<file path="src/rtl/d_write_buffer.sv">
// Posted-write FIFO between the data cache and block RAM with read forwarding and a flush handshake.
// Optional WBUF_COALESCE_EN: pushes to an already-buffered address update that entry in place.
module d_write_buffer #(
   parameter int DEPTH = 4,
   parameter int AW    = 32,
   parameter int DW    = 32
) (
   input  logic                     clk,
   input  logic                     rst,
   input  logic                     wb_req,
   input  logic [AW-1:0]            wb_addr,
   input  logic [DW-1:0]            wb_data,
   output logic                     wb_full,
   input  logic                     rd_req,
   input  logic [AW-1:0]            rd_addr,
   output logic                     rd_hit,
   output logic [DW-1:0]            rd_data,
   input  logic                     mem_ready,
   output logic                     mem_we,
   output logic [AW-1:0]            mem_addr,
   output logic [DW-1:0]            mem_wdata,
   input  logic                     flush_req,
   output logic                     flush_done,
   output logic                     empty,
   output logic [$clog2(DEPTH):0]   count
);

   localparam int PW = $clog2(DEPTH);

   typedef enum logic [1:0] {IDLE, FLUSH, DONE} state_t;

   state_t        state;
   logic [PW-1:0] head, tail;
   logic [AW-1:0] addr_q [DEPTH];
   logic [DW-1:0] data_q [DEPTH];

   logic          push, pop, alloc;
   logic [PW:0]   count_next;
   logic          ent_hit, push_match;
   logic [DW-1:0] ent_data;
   logic [PW-1:0] idx;
`ifdef WBUF_COALESCE_EN
   logic          coal_hit;
   logic [PW-1:0] coal_idx;
`endif

   assign empty     = (count == '0);
   assign pop       = ~empty & mem_ready;
   assign mem_we    = pop;
   assign mem_addr  = addr_q[head];
   assign mem_wdata = data_q[head];

   // Walk oldest to youngest so the last match found is the youngest.
   always_comb begin
      ent_hit  = 1'b0;
      ent_data = '0;
      idx      = '0;
`ifdef WBUF_COALESCE_EN
      coal_hit = 1'b0;
      coal_idx = '0;
`endif
      for (int unsigned k = 0; k < DEPTH; k++) begin
         idx = head + PW'(k);
         if ((PW+1)'(k) < count) begin
            if (addr_q[idx] == rd_addr) begin
               ent_hit  = 1'b1;
               ent_data = data_q[idx];
            end
`ifdef WBUF_COALESCE_EN
            if ((addr_q[idx] == wb_addr) && ((k != 0) || !pop)) begin
               coal_hit = 1'b1;
               coal_idx = idx;
            end
`endif
         end
      end
   end

`ifdef WBUF_COALESCE_EN
   assign wb_full = (state == FLUSH) | ((count == (PW+1)'(DEPTH)) & ~coal_hit);
   assign push    = wb_req & ~wb_full;
   assign alloc   = push & ~coal_hit;
`else
   assign wb_full = (state == FLUSH) | (count == (PW+1)'(DEPTH));
   assign push    = wb_req & ~wb_full;
   assign alloc   = push;
`endif

   always_comb begin
      case ({alloc, pop})
         2'b10:   count_next = count + 1'b1;
         2'b01:   count_next = count - 1'b1;
         default: count_next = count;
      endcase
   end

   assign push_match = push & (wb_addr == rd_addr);
   assign rd_hit     = rd_req & (push_match | ent_hit);

   always_comb begin
      rd_data = '0;
      if (rd_req) begin
         if (push_match)   rd_data = wb_data;
         else if (ent_hit) rd_data = ent_data;
      end
   end

   always_ff @(posedge clk) begin
      if (alloc) begin
         addr_q[tail] <= wb_addr;
         data_q[tail] <= wb_data;
      end
`ifdef WBUF_COALESCE_EN
      else if (push) begin
         data_q[coal_idx] <= wb_data;
      end
`endif
   end

   // FLUSH exits on the edge that empties the buffer so the done pulse follows the last pop.
   always_ff @(posedge clk or negedge rst) begin
      if (!rst) begin
         head       <= '0;
         tail       <= '0;
         count      <= '0;
         state      <= IDLE;
         flush_done <= 1'b0;
      end else begin
         if (alloc) tail <= tail + 1'b1;
         if (pop)   head <= head + 1'b1;
         count      <= count_next;
         flush_done <= 1'b0;
         case (state)
            IDLE:    if (flush_req) state <= FLUSH;
            FLUSH:   if (count_next == '0) begin
                        state      <= DONE;
                        flush_done <= 1'b1;
                     end
            DONE:    state <= flush_req ? FLUSH : IDLE;
            default: state <= IDLE;
         endcase
      end
   end

endmodule

</file>
<file path="config.mk">
export PLATFORM = sky130hd
export DESIGN_NAME = d_write_buffer
export DESIGN_NICKNAME = d
export VERILOG_FILES = /design/src/rtl/d_write_buffer.sv
export SDC_FILE = /design/constraint.sdc
export NUM_CORES = 1
export LEC_CHECK = 0
export CORE_MARGIN = 4
export CORE_UTILIZATION = 45
export DETAILED_ROUTE_END_ITERATION = 10
export DONT_BUFFER_PORTS = 1
export PLACE_DENSITY = 0.71
export SLEW_MARGIN = 20
export SYNTH_ARGS = -nofsm -noshare
export SYNTH_HDL_FRONTEND = slang
export SYNTH_SLANG_ARGS = --single-unit
</file>
<file path="constraint.sdc">
create_clock -name clk -period 3.13 [get_ports clk]
set_input_delay 0.313 -clock clk [delete_from_list [all_inputs] [get_ports clk]]
set_output_delay 0.313 -clock clk [all_outputs]
set_load 0.02 [all_outputs]
</file>
**Word level (Yosys, flattened, before mapping)**

Memories as Yosys holds them, arrays and structs flattened.
Cells that the tools add are included.

- Equality and inequality tests: 12
- Magnitude comparators: 4
- Add/sub/neg operators: 6
- Reductions and logical operators: 4
- Bitwise operators: 8
- Mux-type cells: 28

Operators by type and width:

| operator | count |
|---|---|
| two-way mux 32 bit | 11 |
| == test 32 bit | 5 |
| two-way mux 1 bit | 13 |
| zero test 3 bit | 2 |
| less-than comparator 1 x 3 -> 1 bit, first input constant | 2 |
| less-than comparator 2 x 3 -> 1 bit, first input constant | 2 |
| case mux 2 bit (3 select lines) | 1 |
| case mux 3 bit (2 select lines) | 1 |
| adder 2 x 1 -> 2 bit, second input constant | 2 |
| adder 2 bit, second input constant | 2 |
| bitwise AND 1 bit | 4 |
| == test 2 x 1 -> 1 bit, second input constant | 2 |
| == test 2 bit, second input constant | 2 |
| two-way mux 2 bit | 2 |
| adder 3 x 1 -> 3 bit, second input constant | 1 |
| == test 3 bit, second input constant | 1 |
| subtractor 3 x 1 -> 3 bit, second input constant | 1 |
| zero test 2 bit | 1 |
| inequality test 2 x 1 -> 1 bit, second input constant | 1 |
| inequality test 2 bit, second input constant | 1 |
| inverter 1 bit | 2 |
| bitwise OR 1 bit | 2 |
| AND reduction 2 bit | 1 |

- Input port bits: 102
- Output and inout port bits: 104
- Bits in registers: 10
- Word-level logic and storage cells: 69
- Memories kept: 2
- RAM bits: 256

Memories:

| name | words | bits a word | read ports | clocked after Yosys merged registers in | wr ports | RTL line | source |
|---|---|---|---|---|---|---|---|
| addr_q | 4 | 32 | 4 | 0 | 1 | 34 | `logic [AW-1:0] addr_q [DEPTH];` |
| data_q | 4 | 32 | 4 | 0 | 1 | 35 | `logic [DW-1:0] data_q [DEPTH];` |

**Depth between registers and ports, before layout**

An unclocked memory read counts as a cell.

- Depth in word-level cells: 13
- Depth in mapped cells: 15
- Mapped depth without buffers: 12

**Least setup slack after synthesis**

Ideal clock, no wire load.

- Kind: register -> output
- Start point: register head[1]
- End point: output rd_data[14]
- Path buffers: 6
- Data required time: 2817 ps
- Arrival time: 3401 ps
- Cell stages (with the launch flop): 15
- Setup slack: -584 ps
- Path through: dfrtp_1 > buf_6 > buf_6 > buf_8 > buf_6 > mux4_2 > xnor2_1 > nand4_1 > or4_1 > clkbuf_1 > inv_1 > nand2_1 > a311o_4 > buf_6 > o21ai_0

- Word-level cells in the longest chain between the ends: 13
- Elaborated cells between the ends (all ways): 28
- Those cells by class: add/sub (3); eq/ne (4); mux (19); memory (2)

RTL lines:

| what | RTL line | source |
|---|---|---|
| from (decl) | 33 | `logic [PW-1:0] head, tail;` |
| from (signal assigned) | 130 | `if (pop) head <= head + 1'b1;` |
| memory read (4 x 32 bit) (*) | n/a |  |
| net mem_addr[2] | 20 | `output logic [AW-1:0] mem_addr,` |
| == test 32 bit (*) | 65 | `if (addr_q[idx] == rd_addr) begin` |
| two-way mux 32 bit or two-way mux 1 bit (tied branches) | 65 |  |
| two-way mux 32 bit or two-way mux 1 bit (tied branches) | 64 | `if ((PW+1)'(k) < count) begin` |
| two-way mux 32 bit or two-way mux 1 bit (tied branches) | 65 |  |
| two-way mux 32 bit or two-way mux 1 bit (tied branches) | 64 |  |
| two-way mux 32 bit or two-way mux 1 bit (tied branches) | 65 |  |
| two-way mux 32 bit or two-way mux 1 bit (tied branches) | 64 |  |
| two-way mux 32 bit or two-way mux 1 bit (tied branches) | 65 |  |
| two-way mux 32 bit or two-way mux 1 bit (tied branches) | 64 |  |
| two-way mux 32 bit (*) | 104 | `else if (ent_hit) rd_data = ent_data;` |
| two-way mux 32 bit (*) | 103 | `if (push_match) rd_data = wb_data;` |
| two-way mux 32 bit (*) | 102 | `if (rd_req) begin` |
| to (decl) | 17 | `output logic [DW-1:0] rd_data,` |

Mark *: on every way through the listed nets, which the timed path passes. The rest lies on a longest branch.

**Worst setup path in the final report**

- Start point: register head[1]
- End point: output rd_data[27]

- Word-level cells in the longest chain between the ends: 13
- Elaborated cells between the ends (all ways): 28
- Those cells by class: add/sub (3); eq/ne (4); mux (19); memory (2)

RTL lines:

| what | RTL line |
|---|---|
| parallel branches: the longest is 10 deep, another holds memory read (4 x 32 bit) | n/a |
| two-way mux 32 bit (*) | 104 |
| two-way mux 32 bit (*) | 103 |
| two-way mux 32 bit (*) | 102 |

Mark *: on every way between the ends.

==> results.tsv <==
stage	metric	value	unit
critical_path	crit_type	reg2out	
logic_synthesis	yosysTopAreaCell	edfxtp_1	
logic_synthesis	synth.distinct_cells	77	
logic_synthesis	yosysSeqAreaShare	0.439	
floorplan	dieArea	43400	µm²
logic_synthesis	syn-cell-area	18100	µm²
grt	grt_pass1_wl	96600	µm
clock_tree	cts_buffers	31	
flow_run	drv_cap	0	
logic_synthesis	synthTopCellsByArea	edfxtp_1, mux2i_1, mux4_2	
route	via_count	15676	
clock_tree	cts_tree	built	
sta	hold_viol_final	0	
final_layout	areaGrowthSynthToFinish	36.5	%
floorplan	std_cell_rows	73	
sta	fin_ws	-1.43	ns
logic_synthesis	synth_cells	1561	
critical_path	timing.rr.end	state[0]	
critical_path	cp_common_cell	buf_6	
sta	slew_headroom	0.481	
logic_synthesis	ys.flop_type	edfxtp_1	
sta	fin_crit_sh	1.46	
critical_path	path_cells	buf_6, buf_6, buf_12, mux4_2, xnor2_2, buf_4, nand4_1, or4_4, inv_4, nand2_4, a311o_4, buf_12, o31ai_4, buf_6	
critical_path	r2r_slack	0.48	ns
logic_synthesis	ys_seq_elements	266	
route	wl_per_cell	26.3	µm
clock_tree	cts_buffer_depth	3	
logic_synthesis	synthesis.nets	1672	
logic_synthesis	synth.top_cell.area_share	0.425	
final_layout	drive_above_1_share	0.380	
clock_tree	numClockSinks	266	
outcome	status	finished with violations	
floorplan	core_region_area	39700	µm²
clock_tree	cts_max_level	1	
critical_path	reg2reg_depth	11	
route	first_iter_violations	1703	
clock_tree	clkTransAtPathRegs	0.06	ns
critical_path	cpPeakStageDelay	0.58	ns
grt	grtUsageTotal	0.286	
pwr	p_per_area	927	nW/µm²
final_layout	num-nets-final	2065	
critical_path	path_buf_inv	7	
sta	tightestPinTransition	0.778	ns
grt	grt_max_degree	121	
grt	grt_overflow	0	
floorplan	fp.dieH	208	µm
logic_synthesis	async_flop_share	0.0376	
placement	port_buffers	0	
pwr	leakagePower	0.00906	µW
critical_path	cp_max_fo	10	
critical_path	startpoint_type	flip-flop	
sta	final_max_slew_viol_count	0	
critical_path	cp.arrival	4.25	ns
logic_synthesis	post_synth.cell_area_avg	11.6	µm²
pwr	vdd_drop_max	0.595	mV
sta	period_needed	4.56	ns
sta	finalClockSkew	0.0113	ns
logic_synthesis	yosysMostFrequentCell	edfxtp_1	
floorplan	start_util	0.455	
route	wl	65700	µm
critical_path	rr_startpoint	count[1]	
min_path	hold_path.class	in2async	
route	via_per_inst	6.26	
grt	antenna_found_initial	2	
final_layout	fin_area	24700	µm²
sta	clock.fmax	219	MHz
placement	place_congestion	1.01	
sta	rsz0062_at_grt	true	
logic_synthesis	synth_edf_count	256	
sta	setup-tns-final	-43.92	ns
route	drc_errors	0	
floorplan	ios	206	
critical_path	cp-end-kind	output pin	
critical_path	crit_slowest_cell	dfrtp_4	
clock_tree	clock_latency	0.60	ns
logic_synthesis	synth.yosys.warnings	0	
clock_tree	clockRootBuffer	clkbuf_16	
placement	dpl.hpwl	44000	µm
grt	grt_pass1_vias	15777	
placement	post-place-ws	-1.03	ns
sta	setup_viol	33	
route	ant_nets	0	
outcome	violations	negative setup slack	
route	drt_pre_antenna_iters	8	
floorplan	die_w	208	µm
placement	placed_area	21500	µm²
critical_path	critPathTopFamily	buffers and inverters	
critical_path	required	2.82	ns
logic_synthesis	synthTopCellsByCount	edfxtp_1, mux2i_1, nor2_1, a21oi_1, xnor2_1	
## stage by stage
stage,util,instances,hold slack [ns],total power [µW]
finish,0.621,2504,0.142,22900
detailed placement,0.542,2333,0.0177,17400
floorplan,-,1561,0.0174,12700
global route,0.621,2503,0.163,23900
global placement,0.542,2333,0.0178,17200
CTS,0.606,2477,0.128,22100
## how the worst max path moves through the flow
stage | from | to | slack, ns | cells past startpoint
floorplan | head[1] | rd_data[10] | -0.38 | 12
detailed placement | head[1] | rd_data[1] | -1.03 | 12
global route | head[1] | rd_data[27] | -1.53 | 14
global placement | head[1] | rd_data[25] | -1.07 | 14
CTS | head[1] | rd_data[1] | -1.37 | 13
finish | head[1] | rd_data[27] | -1.43 | 14
## kinds of logic (layout without fill, tap and decap cells)
group,count (synthesis),in the layout,synth area share
other cells,0,1,0
xor+xnor,145,145,0.0703
mux,301,301,0.216
flops,266,266,0.439
fa+ha+maj,9,9,0.00623
buf+inv,163,580,0.0445
simple gates,329,329,0.0898
compound gates,348,348,0.134
## repair_timing
action                                 in CTS  in global routing
hold buffers                               66                  0
gates cloned                                7                  2
pin swaps                                  24                 28
buffers inserted                           14                 25
resized for setup                         109                 70
setup endpoints to repair                  61                 49
endpoints found under the hold margin     267                  0
## routing by layer
metal	vias to the layer above	global-route usage	wire [µm]	share of wire
met1	7644	0.381	25800	0.39
met2	965	0.450	29900	0.46
met4	2	0.125	3240	0.049
li1	6849	-	-	-
met3	216	0.0651	6760	0.10
met5	-	0	7	0.00011
## layout by cell type, fill, tap and decap left out, types with 6 or more instances in the layout
master           n
nand2_1         52
a211oi_1        12
buf_12          31
inv_1           19
a22oi_1         34
xnor2_1         99
mux2i_4         13
buf_4          350
o21ai_4          6
nor2_1         140
buf_16           6
edfxtp_1       256
a211o_1         10
and2_1          23
ha_1             9
or3_1           10
mux2i_1        141
clkbuf_16       33
xor2_1          32
buf_8            6
mux2i_2          9
dlygate4sd3_1   66
xnor2_2         11
a311oi_1        22
nor4_1          28
nor4_2           7
mux4_2          63
o22ai_1         24
mux2_2          74
nor3_1           7
o31ai_4         23
dfrtp_1          8
a21oi_1        110
buf_6           37
clkinv_1         6
nand4_1         24
clkbuf_1         7
o21ai_0         40
## area by class of cell
cell class	count	area, µm²
repair buffers	501	4730
fillers	2996	15100
flip-flops and latches	266	7950
clock buffers	38	802
clock inverters	19	238
well taps	525	657
inverters	22	87.6
diodes	1	2.50
multi-input cells	1132	10200
## power by group
| part | leakage, µW | switching (µW) | internal, µW | total, µW |
|---|---|---|---|---|
| registers | 0.00246 | 370 | 4630 | 5000 |
| clock network | 0.000503 | 1520 | 2230 | 3750 |
| logic | 0.00610 | 7300 | 6810 | 14100 |
## flip-flops by register name, indices dropped and copies added, names as in the netlist
name        count
data_q        128
addr_q        128
state           2
flush_done      1
count           3
head            2
tail            2
## worst reg2reg max path, cell delays in order (launching register included)
cell	delay, ns
dfrtp_1	0.38
buf_4	0.19
inv_1	0.09
ha_1	0.18
nand2_1	0.08
nand3_1	0.13
clkinv_1	0.19
buf_4	0.22
ha_1	0.35
o31ai_1	0.51
nor3_1	0.13
o22ai_1	0.14
Power figures use the tool's default switching activity.
